File: src/rtl/fp_cmp_pkg.sv
// Shared types and constants for the RV32F compare / min-max execution stage.
// Operation encodings, operand classification record and flag bit positions.
package fp_cmp_pkg;

    typedef enum logic [2:0] {
        FP_FMIN = 3'd0,
        FP_FMAX = 3'd1,
        FP_FEQ  = 3'd2,
        FP_FLT  = 3'd3,
        FP_FLE  = 3'd4
    } fp_cmp_op_t;

    localparam logic [31:0] CANON_NAN = 32'h7FC0_0000;
    localparam int          FFLAG_NV  = 4;

    typedef struct packed {
        logic sign;
        logic is_nan;
        logic is_snan;
        logic is_zero;
    } fp_class_t;

endpackage

File: src/rtl/fp_classify.sv
// Combinational IEEE-754 single-precision operand classifier.
// Flags NaN / signalling NaN / zero and passes the sign bit through.
module fp_classify
    import fp_cmp_pkg::*;
(
    input  logic [31:0] val,
    output fp_class_t   cls
);

    logic exp_ones;
    logic exp_zero;
    logic man_nz;

    assign exp_ones = &val[30:23];
    assign exp_zero = ~|val[30:23];
    assign man_nz   = |val[22:0];

    assign cls.sign    = val[31];
    assign cls.is_nan  = exp_ones & man_nz;
    assign cls.is_snan = exp_ones & man_nz & ~val[22];
    assign cls.is_zero = exp_zero & ~man_nz;

endmodule

File: src/rtl/fp_cmp_stage.sv
// Two-stage pipelined RV32F FMIN/FMAX/FEQ/FLT/FLE unit with valid/ready flow control.
// S1 holds classified operands plus a magnitude compare; S2 holds the final result and flags.
module fp_cmp_stage
    import fp_cmp_pkg::*;
#(
    parameter int TAG_W = 5
) (
    input  logic             clk,
    input  logic             rst_n,
    input  logic             flush_i,
    input  logic             in_valid_i,
    output logic             in_ready_o,
    input  logic [2:0]       op_i,
    input  logic [31:0]      rs1_i,
    input  logic [31:0]      rs2_i,
    input  logic [TAG_W-1:0] tag_i,
    output logic             out_valid_o,
    input  logic             out_ready_i,
    output logic [31:0]      result_o,
    output logic [4:0]       fflags_o,
    output logic [TAG_W-1:0] tag_o
);

    // Ordering is sign-magnitude on {exp,man}; zeros tie only for the compare ops.
    function automatic logic [36:0] select_result(
        input logic [2:0]  op,
        input logic [31:0] a,
        input logic [31:0] b,
        input fp_class_t   ca,
        input fp_class_t   cb,
        input logic        lt_mag,
        input logic        eq_mag
    );
        logic        both_zero;
        logic        any_nan;
        logic        any_snan;
        logic        a_lt_tot;
        logic        a_eq_tot;
        logic        a_lt;
        logic        a_eq;
        logic [31:0] res;
        logic [4:0]  flg;
        both_zero = ca.is_zero & cb.is_zero;
        any_nan   = ca.is_nan | cb.is_nan;
        any_snan  = ca.is_snan | cb.is_snan;
        if (ca.sign != cb.sign) a_lt_tot = ca.sign;
        else if (ca.sign)       a_lt_tot = ~lt_mag & ~eq_mag;
        else                    a_lt_tot = lt_mag;
        a_eq_tot = (ca.sign == cb.sign) & eq_mag;
        a_lt     = a_lt_tot & ~both_zero;
        a_eq     = a_eq_tot | both_zero;
        res = '0;
        flg = '0;
        case (op)
            FP_FMIN, FP_FMAX: begin
                if (ca.is_nan & cb.is_nan) res = CANON_NAN;
                else if (ca.is_nan)        res = b;
                else if (cb.is_nan)        res = a;
                else if (op == FP_FMIN)    res = (a_lt_tot | a_eq_tot) ? a : b;
                else                       res = a_lt_tot ? b : a;
                flg[FFLAG_NV] = any_snan;
            end
            FP_FEQ: begin
                res[0]        = ~any_nan & a_eq;
                flg[FFLAG_NV] = any_snan;
            end
            FP_FLT: begin
                res[0]        = ~any_nan & a_lt;
                flg[FFLAG_NV] = any_nan;
            end
            FP_FLE: begin
                res[0]        = ~any_nan & (a_lt | a_eq);
                flg[FFLAG_NV] = any_nan;
            end
            default: ;
        endcase
        return {res, flg};
    endfunction

    fp_class_t cls_a;
    fp_class_t cls_b;

    fp_classify u_cls_a (.val(rs1_i), .cls(cls_a));
    fp_classify u_cls_b (.val(rs2_i), .cls(cls_b));

    logic             vld_p1;
    logic             vld_p2;
    logic             s1_adv;
    logic             s2_adv;
    logic [2:0]       op_p1;
    logic [TAG_W-1:0] tag_p1;
    logic [31:0]      a_p1;
    logic [31:0]      b_p1;
    fp_class_t        cls_a_p1;
    fp_class_t        cls_b_p1;
    logic             lt_mag_p1;
    logic             eq_mag_p1;
    logic [31:0]      result_p2;
    logic [4:0]       fflags_p2;
    logic [TAG_W-1:0] tag_p2;
    logic [36:0]      sel_p1;

    assign s2_adv     = ~vld_p2 | out_ready_i;
    assign s1_adv     = ~vld_p1 | s2_adv;
    assign in_ready_o = s1_adv & ~flush_i;

    // S1: capture operands, their classes and the unsigned magnitude compare
    always_ff @(posedge clk) begin
        if (s1_adv && in_valid_i) begin
            op_p1     <= op_i;
            tag_p1    <= tag_i;
            a_p1      <= rs1_i;
            b_p1      <= rs2_i;
            cls_a_p1  <= cls_a;
            cls_b_p1  <= cls_b;
            lt_mag_p1 <= rs1_i[30:0] < rs2_i[30:0];
            eq_mag_p1 <= rs1_i[30:0] == rs2_i[30:0];
        end
    end

    assign sel_p1 = select_result(op_p1, a_p1, b_p1, cls_a_p1, cls_b_p1, lt_mag_p1, eq_mag_p1);

    // S2: final result register driving the output ports
    always_ff @(posedge clk or negedge rst_n) begin
        if (!rst_n) begin
            vld_p1    <= 1'b0;
            vld_p2    <= 1'b0;
            result_p2 <= '0;
            fflags_p2 <= '0;
            tag_p2    <= '0;
        end else if (flush_i) begin
            vld_p1 <= 1'b0;
            vld_p2 <= 1'b0;
        end else begin
            if (s1_adv) vld_p1 <= in_valid_i;
            if (s2_adv) begin
                vld_p2 <= vld_p1;
                if (vld_p1) begin
                    result_p2 <= sel_p1[36:5];
                    fflags_p2 <= sel_p1[4:0];
                    tag_p2    <= tag_p1;
                end
            end
        end
    end

    assign out_valid_o = vld_p2;
    assign result_o    = result_p2;
    assign fflags_o    = fflags_p2;
    assign tag_o       = tag_p2;

endmodule

File: config.mk
export PLATFORM = sky130hd
export DESIGN_NAME = fp_cmp_stage
export DESIGN_NICKNAME = d
export VERILOG_FILES = /design/src/rtl/fp_cmp_pkg.sv /design/src/rtl/fp_classify.sv /design/src/rtl/fp_cmp_stage.sv
export SDC_FILE = /design/constraint.sdc
export NUM_CORES = 1
export LEC_CHECK = 0
export CAP_MARGIN = 20
export CORE_MARGIN = 2
export CORE_UTILIZATION = 30
export DETAILED_ROUTE_END_ITERATION = 10
export GPL_ROUTABILITY_DRIVEN = 1
export SETUP_SLACK_MARGIN = 0.15
export SLEW_MARGIN = 10
export SYNTH_ARGS = -nofsm -noshare
export SYNTH_HDL_FRONTEND = slang
export SYNTH_HIERARCHICAL = 1
export SYNTH_SLANG_ARGS = --single-unit
File: constraint.sdc
create_clock -name clk -period 20.4 [get_ports clk]
set_input_delay 4.08 -clock clk [delete_from_list [all_inputs] [get_ports clk]]
set_output_delay 4.08 -clock clk [all_outputs]
set_load 0.02 [all_outputs]
Yosys cells after proc, flatten, opt, wreduce, memory -nomap -nowiden
Index checks and enable logic that the tools add are counted.

storage, ports and cells
  register bits = 122
  input port bits = 77
  output and inout bits = 44
  logic and storage cells = 91

operators by class
  order comparisons = 1
  equal/unequal tests = 7
  mux-type cells = 15
  bitwise gates (word level) = 33
  reduce and logical (&&, ||, !) cells = 16

operator list
  cell                count
  $mux 32             6
  $reduce_or 23->1    2
  $eq 31x31->1        1
  $lt 31x31->1        1
  $mux 31             1
  $reduce_and 8->1    2
  $reduce_or 8->1     2
  $and 1x1->1         15
  $not 1->1           11
  $or 1x1->1          7
  $eq 3x2->1 const B  2
  $mux 1              6
  $pmux 1 s4          1
  $reduce_bool 2->1   2
  $reduce_or 2->1     2
  $eq 3x1->1 const B  1
  $eq 3x3->1 const B  1
  $logic_not 3->1     1
  $reduce_and 3->1    1
  $reduce_or 3->1     1
  $logic_not 1->1     2
  $pmux 1 s2          1
  $eq 1x1->1          1
  $logic_and 1x1->1   1
  $ne 1x1->1          1

Longest topological paths before layout
Gate-level depths: netlist (run 1).

  depth in word-level cells = 11
  gate-level depth with buffers = 7
  depth with buffers taken out = 7

By module
The synthesis (run 1) kept the hierarchy.

modules (own cells, without submodules)
  module        instances  cells an instance  area an instance (µm²)  seq. area each (µm²)
  fp_cmp_stage  1          412                5286.3                  3463.3
  fp_classify   2          16                 115.1                   0.0

Worst setup path after synthesis (run 1)
No wires, ideal clock.

  path type = input-to-reg
  from = in out_ready_i
  to = reg a_p1[0] (enable)
  setup time = 649 ps
  arrival = 10131 ps
  required time = 19751 ps
  setup slack = 9620 ps
  cell stages on the path = 2
  path buffers = 0
  path through = nor2b_1 a21boi_0

on the way
  word-level cells in the longest chain between the ends = 3

RTL lines
  what                  RTL line             text
  start, declared       fp_cmp_stage.sv:18   input logic out_ready_i,
  $or 1x1->1            fp_cmp_stage.sv:103  assign s2_adv = ~vld_p2 | out_ready_i;
  $or 1x1->1            fp_cmp_stage.sv:104  assign s1_adv = ~vld_p1 | s2_adv;
  $logic_and 1x1->1     fp_cmp_stage.sv:109  if (s1_adv && in_valid_i) begin
  end signal, assigned  fp_cmp_stage.sv:112  a_p1 <= rs1_i;
  end, declared         fp_cmp_stage.sv:92   logic [31:0] a_p1;

No other way between the ends.
A chain may end at the register's enable or synchronous reset.

Worst setup path in the final report (run 1)
  from = in out_ready_i
  to = out in_ready_o

on the way
  word-level cells in the longest chain between the ends = 3

RTL lines
  what           RTL line             text
  $or 1x1->1     fp_cmp_stage.sv:103
  $or 1x1->1     fp_cmp_stage.sv:104
  $and 1x1->1    fp_cmp_stage.sv:105  assign in_ready_o = s1_adv & ~flush_i;
  end, declared  fp_cmp_stage.sv:12   output logic in_ready_o,

No other way between the ends.

==> metrics, run 1 <==
run status complete, no violations; met2 WL 7090 um; Root Buffer clkbuf_16; fill count between 1500 and 2000; Final Total Pwr 0.685 mW; Initial DRT Pass Iterations 4; LEAKAGE ~3 nW; cell row count 49; kind of cell adding the most delay to the critical path buffers and inverters; layout cells sized above 1 0.0859; Post-Syn Area 5520 um^2; hold worst-path end tag_o[0]; reg2reg end result_o[0]; HP Start tag_p1[0]; Vias between 3000 and 4000; fin nets 677; type of origin of the critical path input pin; clk_lat worst skew 0.41 ns; Setup WS post-layout 10.71 ns; I/O pins 121; DRC errors left 0; Initial DRC Count roughly 220; Max Slew Vio Count 0; final setup vio count 0; Final ANT Viol Nets 0; antenna cell count 0; FF-to-FF Start op_p1[1]; post-DR vias/cell between 4 and 5; post-CTS setup repair buffer count 0; Total GRT Usage 0.149; number of cells on the worst hold path 2; slew margin rel. 0.298; hpwl dp 9970 um; final count of hold timing violations 0; GRT overflow 0; power per cell area 91.0 nW/um^2; DRT Wirelength about 14000 um; Die W ~140 um; Crit Path Category in2out; initial antenna violation count 0; gp weighted congestion 0.810; Die H between 100 and 150 um; uppermost layer routed met4; post-route clock period utilization 0.475; met1 WL 5810 um; Crit path top cell by count clkdlybuf4s50_1; Routed met3 length roughly 650 um; Cells after Synth 444; Slew @ Worst Pin roughly 1.1 ns; Placeable Area 18000 um^2; routed wire length per instance 17.1 um; R2R Setup Slk 17.83 ns; Synth Warn # 6; Bufs and invs on worst path 2; H-tree lvl count 4; final core occ 0.417; Synth cell types 46; CP endpoint kind output port; number of synthesized register bits 122; global-route wire length before repair 22100 um; largest buffer count on any clock path 2; port bufs 116; die area around 20000 um^2; most common cell after layout, fill and taps aside clkdlybuf4s50_1; clock slew at reported path FFs 0.05 ns; Area Overhead vs Synth 36.3%; fraction of registers with async set/reset 0.328; Max VDD drop around 55 uV; Fin Setup TNS 0 ns; CTS tree yes; Storage cell area 3460 um^2; dominant synthesized flop cell edfxtp_1; largest net degree at the start of global routing slightly above 80; Final min period 9.69 ns; WP data required 16.32 ns; syn_area_per_cell 12.4 um^2; MaxCap Viol Count 0; f_max 103 MHz; initial core utilization 0.306; total clock sinks 122; Hold-fix buffers, CTS 0; Seq/Total Area, Yosys 0.628; TritonCTS buffer count 17; most frequent cells in the layout 115 x clkdlybuf4s50_1, 82 x edfxtp_1, 63 x nand2_1; RSZ-0062 raised after global routing false; Crit Path Max Fanout 6; vias in the first global route 4095; cell chain of the critical path clkdlybuf4s50_1 > nor2b_1 > a21oi_1 > clkdlybuf4s50_1; Worst Path Arrival 5.61 ns; PostCTS Resize Cnt 0; Fin Clk Skew 0.00867 ns; area of the multi-input gates roughly 1900 um^2; number of synthesized flops with an enable pin 82; R2R depth 5; Place WS 10.70 ns; Crit-path slowest cell clkdlybuf4s50_1; crit-path max cell delay 0.56 ns; worst min-delay path class reg2reg
-- Yosys cell counts, drive strengths merged (4+ instances only) --
| cell | instances | area [um^2] |
|---|---|---|
| edfxtp | 82 | 2460 |
| nand2 | 63 | 236 |
| dfrtp | 40 | 1000 |
| o21ai | 38 | 190 |
| inv | 35 | 131 |
| ha | 31 | 388 |
| mux2i | 23 | 230 |
| a21oi | 20 | 100 |
| nor2 | 18 | 72.6 |
| buf | 10 | 72.6 |
| nor4 | 10 | 62.6 |
| nand4 | 8 | 50.1 |
| clkbuf | 7 | 26.3 |
| and4 | 6 | 52.6 |
| nor3 | 6 | 35.0 |
| a2111oi | 5 | 43.8 |
| or4 | 5 | 48.8 |
| a211oi | 4 | 30.0 |
-- layout make-up --
cell class | instances | share of cell area
Inverter | 35 | 0.0175
Clock buffer | 18 | 0.0584
Clock inverter | 14 | 0.0198
Timing Repair Buffer | 120 | 0.159
Tap cell | 229 | 0.0381
Sequential cell | 122 | 0.461
Multi-Input combinational cell | 273 | 0.246
-- per-stage QoR --
stage | hold WS (ns) | cells | instance area (um^2)
6_report | 0.447 | 811 | 7520
5_1_grt | 0.465 | 811 | 7520
2_1_floorplan | 0.415 | 447 | 5530
3_3_place_gp | 0.425 | 777 | 6900
3_5_place_dp | 0.429 | 777 | 6900
4_1_cts | 0.443 | 809 | 7490
-- worst register-to-register path: cells and delay by family, from the launching register on --
kind / cells / cell delay (ns)
simple gates: 3 / 1.30
flops: 1 / 0.49
compound gates: 1 / 0.38
buf+inv: 1 / 0.30
-- power breakdown --
part | switching, mW | internal [mW] | total [mW]
clock | 0.110 | 0.183 | 0.293
sequential | 0.00940 | 0.286 | 0.295
combinational | 0.0508 | 0.0455 | 0.0963
total | 0.171 | 0.514 | 0.685
-- layer usage --
layer | track usage | vias to the layer above
met3 | 0.0382 | 26
met2 | 0.253 | 110
met1 | 0.178 | 1894
li1 | - | 1875
met4 | 0.0658 | 0
met5 | 0 | -
-- how the worst max path moves through the flow --
stage           startpoint    endpoint  slack, ns  cells after the start
2_1_floorplan  out_ready_i     a_p1[0]       9.62                      2
3_3_place_gp   out_ready_i  in_ready_o      10.76                      4
3_5_place_dp   out_ready_i  in_ready_o      10.70                      4
4_1_cts        out_ready_i  in_ready_o      10.70                      4
5_1_grt        out_ready_i  in_ready_o      10.61                      4
6_report       out_ready_i  in_ready_o      10.71                      4
-- cell families (layout without fill, tap and decap cells) --
| kind of cell | count (synthesis) | count (layout) | synth area share |
|---|---|---|---|
| AOI/OAI and AO/OA | 83 | 83 | 0.0932 |
| xor gates and xnor gates | 1 | 1 | 0.00159 |
| muxes | 23 | 23 | 0.0417 |
| DFF | 122 | 122 | 0.628 |
| adders and majority gates | 31 | 31 | 0.0703 |
| other | 1 | 4 | 0.000680 |
| buffers and inverters | 52 | 187 | 0.0417 |
| and+or+nand+nor | 131 | 131 | 0.123 |
-- registers in the layout (all words and copies together), names as in the netlist, 3 cells and up --
name,cells
tag_o,5
cls_b_p1,4
op_p1,3
result_o,32
a_p1,32
cls_a_p1,4
tag_p1,5
b_p1,32
No activity file was read; power rests on OpenSTA's default activity.
==> run 2: changes to the inputs <==
clock period = 9.1 ns   (was 20.4 ns; I/O delays follow)
==> run 2 against run 1 <==
- critical path depth unchanged
- count of clock-buffer cells in the layout up 7
- register-to-register slack worse by 12 ns
- wire length up 1.4%
- final cell count down 0.12%
- hold slack worse by 0.0040 ns
- total power up 130%
- combinational power up 120%
- clock power up 140%
- via count up 1.1%
- first-iteration DRC count up 1.9%
- die area unchanged
==> metrics, run 2 (synthesized netlist as in run 1, its figures left out) <==
Slew @ Worst Pin about 1.1 ns; R2R Setup Slk 6.03 ns; PostCTS Resize Cnt 0; largest net degree at the start of global routing 83; layout cells sized above 1 0.0740; LEAKAGE around 3.0 nW; Final min period between 5 and 6 ns; Final Total Pwr 1.58 mW; R2R depth 4; post-DR vias/cell 4.88; Post-Layout Inst Area 7540 um^2; clock slew at reported path FFs 0.05 ns; final setup vio count 0; GRT overflow 0; WP data required 7.28 ns; Max VDD drop 172 uV; Final Hold Slack around 0.44 ns; global-route wire length before repair 21900 um; type of origin of the critical path input pin; Hold-fix buffers, CTS 0; f_max 192 MHz; Max Slew Vio Count 0; M3 GR Usage 0.0465; DRT Wirelength roughly 14000 um; antenna cell count 0; Root Buffer clkbuf_16; initial antenna violation count 0; DRC errors left 0; worst min-delay path class reg2reg; Placeable Area roughly 18000 um^2; Initial DRC Count 219; Area Overhead vs Synth 36.7%; post-place instance area 6900 um^2; most common cell after layout, fill and taps aside clkdlybuf4s50_1; run status complete, no violations; Die W 140 um; initial core utilization 0.306; cell row count 49; gp weighted congestion 0.841; Fin Clk Skew 0.00734 ns; most frequent cells in the layout 115 x clkdlybuf4s50_1, 82 x edfxtp_1, 63 x nand2_1; final core occ 0.418; die area 19500 um^2; Vias 3949; vias in the first global route 3970; Initial DRT Pass Iterations 5; clk_lat worst skew a little over 0.4 ns; RSZ-0062 raised after global routing false; fin nets ~680; end of the critical path in_ready_o; Final ANT Viol Nets 0; Crit Path Max Fanout 6; final count of hold timing violations 0; Crit Path Category in2out; Fin Setup TNS 0 ns; hpwl dp 9910 um; CTS tree yes; CP endpoint kind output port; total clock sinks 122; largest buffer count on any clock path 2; post-CTS setup repair buffer count 0; Die H between 100 and 150 um; Total GRT Usage 0.148; post-route clock period utilization 0.573; TritonCTS buffer count 17; crit path from out_ready_i; Worst Path Arrival between 3 and 4 ns; slew margin rel. 0.276; grt peak-use layer met2; met2 usage 0.245; FF-to-FF Start op_p1[1]; GR Util met1 0.184; H-tree lvl count 4; routed wire length per instance ~17 um; reg2reg end result_o[14]; MaxCap Viol Count 0; power per cell area 210 nW/um^2; I/O pins 121; port bufs 116
run 2: routing by layer:
metal | share of wire | wire [um]
met1 | 0.43 | 6030
met3 | 0.050 | 697
met5 | 0 | 0
met4 | 0.017 | 237
met2 | 0.51 | 7120
run 2: final cells by class:
| class | instances | area [um^2] |
|---|---|---|
| fill | 1700 | 10500 |
| sequential | 122 | 3460 |
| multi-input combinational | 273 | 1850 |
| timing repair buffer | 119 | 1190 |
| clock buffer | 25 | 475 |
| tap | 229 | 287 |
| clock inverter | 7 | 141 |
| inverter | 35 | 131 |
run 2: stage by stage:
stage               instances  setup slack, ns
global placement          777             3.97
floorplan                 447            0.580
global route              810             3.79
CTS                       809             3.87
detailed placement        777             3.87
finish                    810             3.89
run 2: how the worst min path moves through the flow:
stage,startpoint,end,slack (ns),cells past startpoint
floorplan,tag_p1[0],tag_o[0],0.41,2
global placement,tag_p1[1],tag_o[1],0.42,2
detailed placement,tag_p1[0],tag_o[0],0.43,2
CTS,tag_p1[1],tag_o[1],0.44,2
global route,tag_p1[0],tag_o[0],0.48,2
finish,tag_p1[1],tag_o[1],0.44,2
run 2: report_power, final:
| part | internal, mW | total, mW | switching, mW |
|---|---|---|---|
| combinational | 0.102 | 0.216 | 0.114 |
| sequential | 0.641 | 0.662 | 0.0219 |
| clock | 0.473 | 0.703 | 0.230 |
run 2: worst max-delay path, stage by stage:
cell,delay [ns]
clkdlybuf4s50_1,0.41
nor2b_1,0.46
a21oi_1,0.15
clkdlybuf4s50_1,0.56
==> run 3: changes to the inputs <==
clock period = 4.35 ns   (was 9.1 ns; I/O delays follow)
==> run 3 against run 2 <==
- non-clock buffer count rose by 2
- setup slack got worse by 2.8 ns
- final cell count rose by 0.25%
- register-to-register slack got worse by 4.0 ns
- global-route usage rose by 0.18 points
- combinational power rose by 110%
- count of clock-buffer cells in the layout fell by 7
- largest power group unchanged
==> metrics, run 3 (synthesized netlist as in run 1, its figures left out) <==
run status complete, no violations; post-CTS setup repair buffer count 0; layout cells sized above 1 0.0875; post-DR vias/cell between 4 and 5; die area 19500 um^2; Crit-path slowest cell clkdlybuf4s50_1; most common cell after layout, fill and taps aside clkdlybuf4s50_1; FF-to-FF Start op_p1[1]; Max VDD drop 244 uV; Placeable Area 18000 um^2; largest buffer count on any clock path 2; hpwl dp 10100 um; DRC errors left 0; cell row count 49; Die H ~140 um; Worst Path Arrival 2.41 ns; clock slew at reported path FFs 0.06 ns; type of origin of the critical path input pin; final count of hold timing violations 0; Crit path top cell by count clkdlybuf4s50_1; port bufs approximately 120; LEAKAGE 3.03 nW; initial antenna violation count 0; antenna cell count 0; Max Slew Vio Count 0; CTS tree yes; crit path from out_ready_i; slew margin rel. 0.381; clk_lat worst skew around 0.4 ns; PostCTS Resize Cnt 0; routed wire length per instance 17.3 um; DRT Wirelength 14100 um; most frequent cells in the layout 115 x clkdlybuf4s50_1, 82 x edfxtp_1, 63 x nand2_1; Initial DRT Pass Iterations 5; power per cell area 433 nW/um^2; final setup vio count 0; CP endpoint kind output port; TritonCTS buffer count 17; Die W 140 um; Fin Clk Skew 0.00872 ns; largest net degree at the start of global routing 83; RSZ-0062 raised after global routing false; Final Total Pwr about 3.3 mW; gp weighted congestion 0.823; fin nets 678; Fin Setup TNS 0 ns; Crit Path Category in2out; vias in the first global route 4152; Hold-fix buffers, CTS 0; Root Buffer clkbuf_16; Initial DRC Count 272; Crit Path Max Fanout 6; Final ANT Viol Nets 0; Final min period between 3 and 4 ns; WP data required 3.48 ns; worst min-delay path class in2async; Slew @ Worst Pin 0.926 ns; I/O pins about 120; total clock sinks 122; kind of cell adding the most delay to the critical path buffers and inverters; cell chain of the critical path clkdlybuf4s50_1 > nor2b_1 > a21oi_1 > clkdlybuf4s50_1; Bufs and invs on worst path 2; H-tree lvl count 4; initial core utilization 0.306; global-route wire length before repair roughly 22000 um; MaxCap Viol Count 0; Vias 3952; GRT overflow 0; f_max just over 300 MHz; post-route clock period utilization 0.753; Total GRT Usage 0.150; Area Overhead vs Synth 37.1%; crit-path max cell delay 0.56 ns
[run 3: cell count changes in the layout (fill, tap and decap cells not counted), sizes merged]
| cell | previous run | this run |
|---|---|---|
| clkbuf | 25 | 18 |
| clkinvlp | 1 | 6 |
| buf | 4 | 6 |
| inv | 35 | 37 |
| bufinv | 4 | 3 |
| clkinv | 2 | 3 |
[run 3: report_power, final]
group	leakage (nW)	switching [mW]	internal (mW)
combinational	1.42	0.241	0.215
clock	0.281	0.517	0.917
sequential	1.34	0.0451	1.34
total	3.03	0.803	2.47
[run 3: worst reg2reg max path, cell delays in order, from the launching register on]
cell and delay, ns:
edfxtp_1 0.47, or2_1 0.32, nor4b_2 0.26, buf_4 0.24
nand2_1 0.56, o211ai_1 0.40
[run 3: layout make-up]
| class | count | area [um^2] |
|---|---|---|
| Fill cell | 1676 | 10500 |
| Sequential cell | 122 | 3460 |
| Multi-Input combinational cell | 273 | 1850 |
| Timing Repair Buffer | 121 | 1220 |
| Clock buffer | 18 | 439 |
| Tap cell | 229 | 287 |
| Clock inverter | 14 | 171 |
| Inverter | 35 | 131 |
[run 3: final timing paths]
check                               endpoint  slack (ns)  depth (start not counted)
max in group asynchronous           tag_o[3]        3.39                          2
worst min-delay path            result_o[15]        0.44                          1
worst min register to register      tag_o[0]        0.45                          2
worst max-delay path              in_ready_o        1.07                          4
worst max register to register   result_o[0]        2.01                          5
min in group clk                    tag_o[0]        0.45                          2
[run 3: stage by stage]
stage                     instance area (um^2)  hold WS (ns)   util  std cells  setup slack [ns]
after floorplan                           5530         0.415      -        447             0.717
after global placement                    6930         0.425  0.385        779              1.11
after detailed placement                  6930         0.441  0.385        779              1.09
after CTS                                 7540         0.457  0.418        811              1.08
after global routing                      7560         0.450  0.420        812             0.954
final                                     7560         0.435  0.420        812              1.07
[run 3: metal layers]
layer  share of wire  global-route usage  wire length (um)
met5               0                   0                 0
met4           0.014              0.0558               199
met3           0.051              0.0406               719
met2            0.51               0.251              7160
met1            0.43               0.187              5990
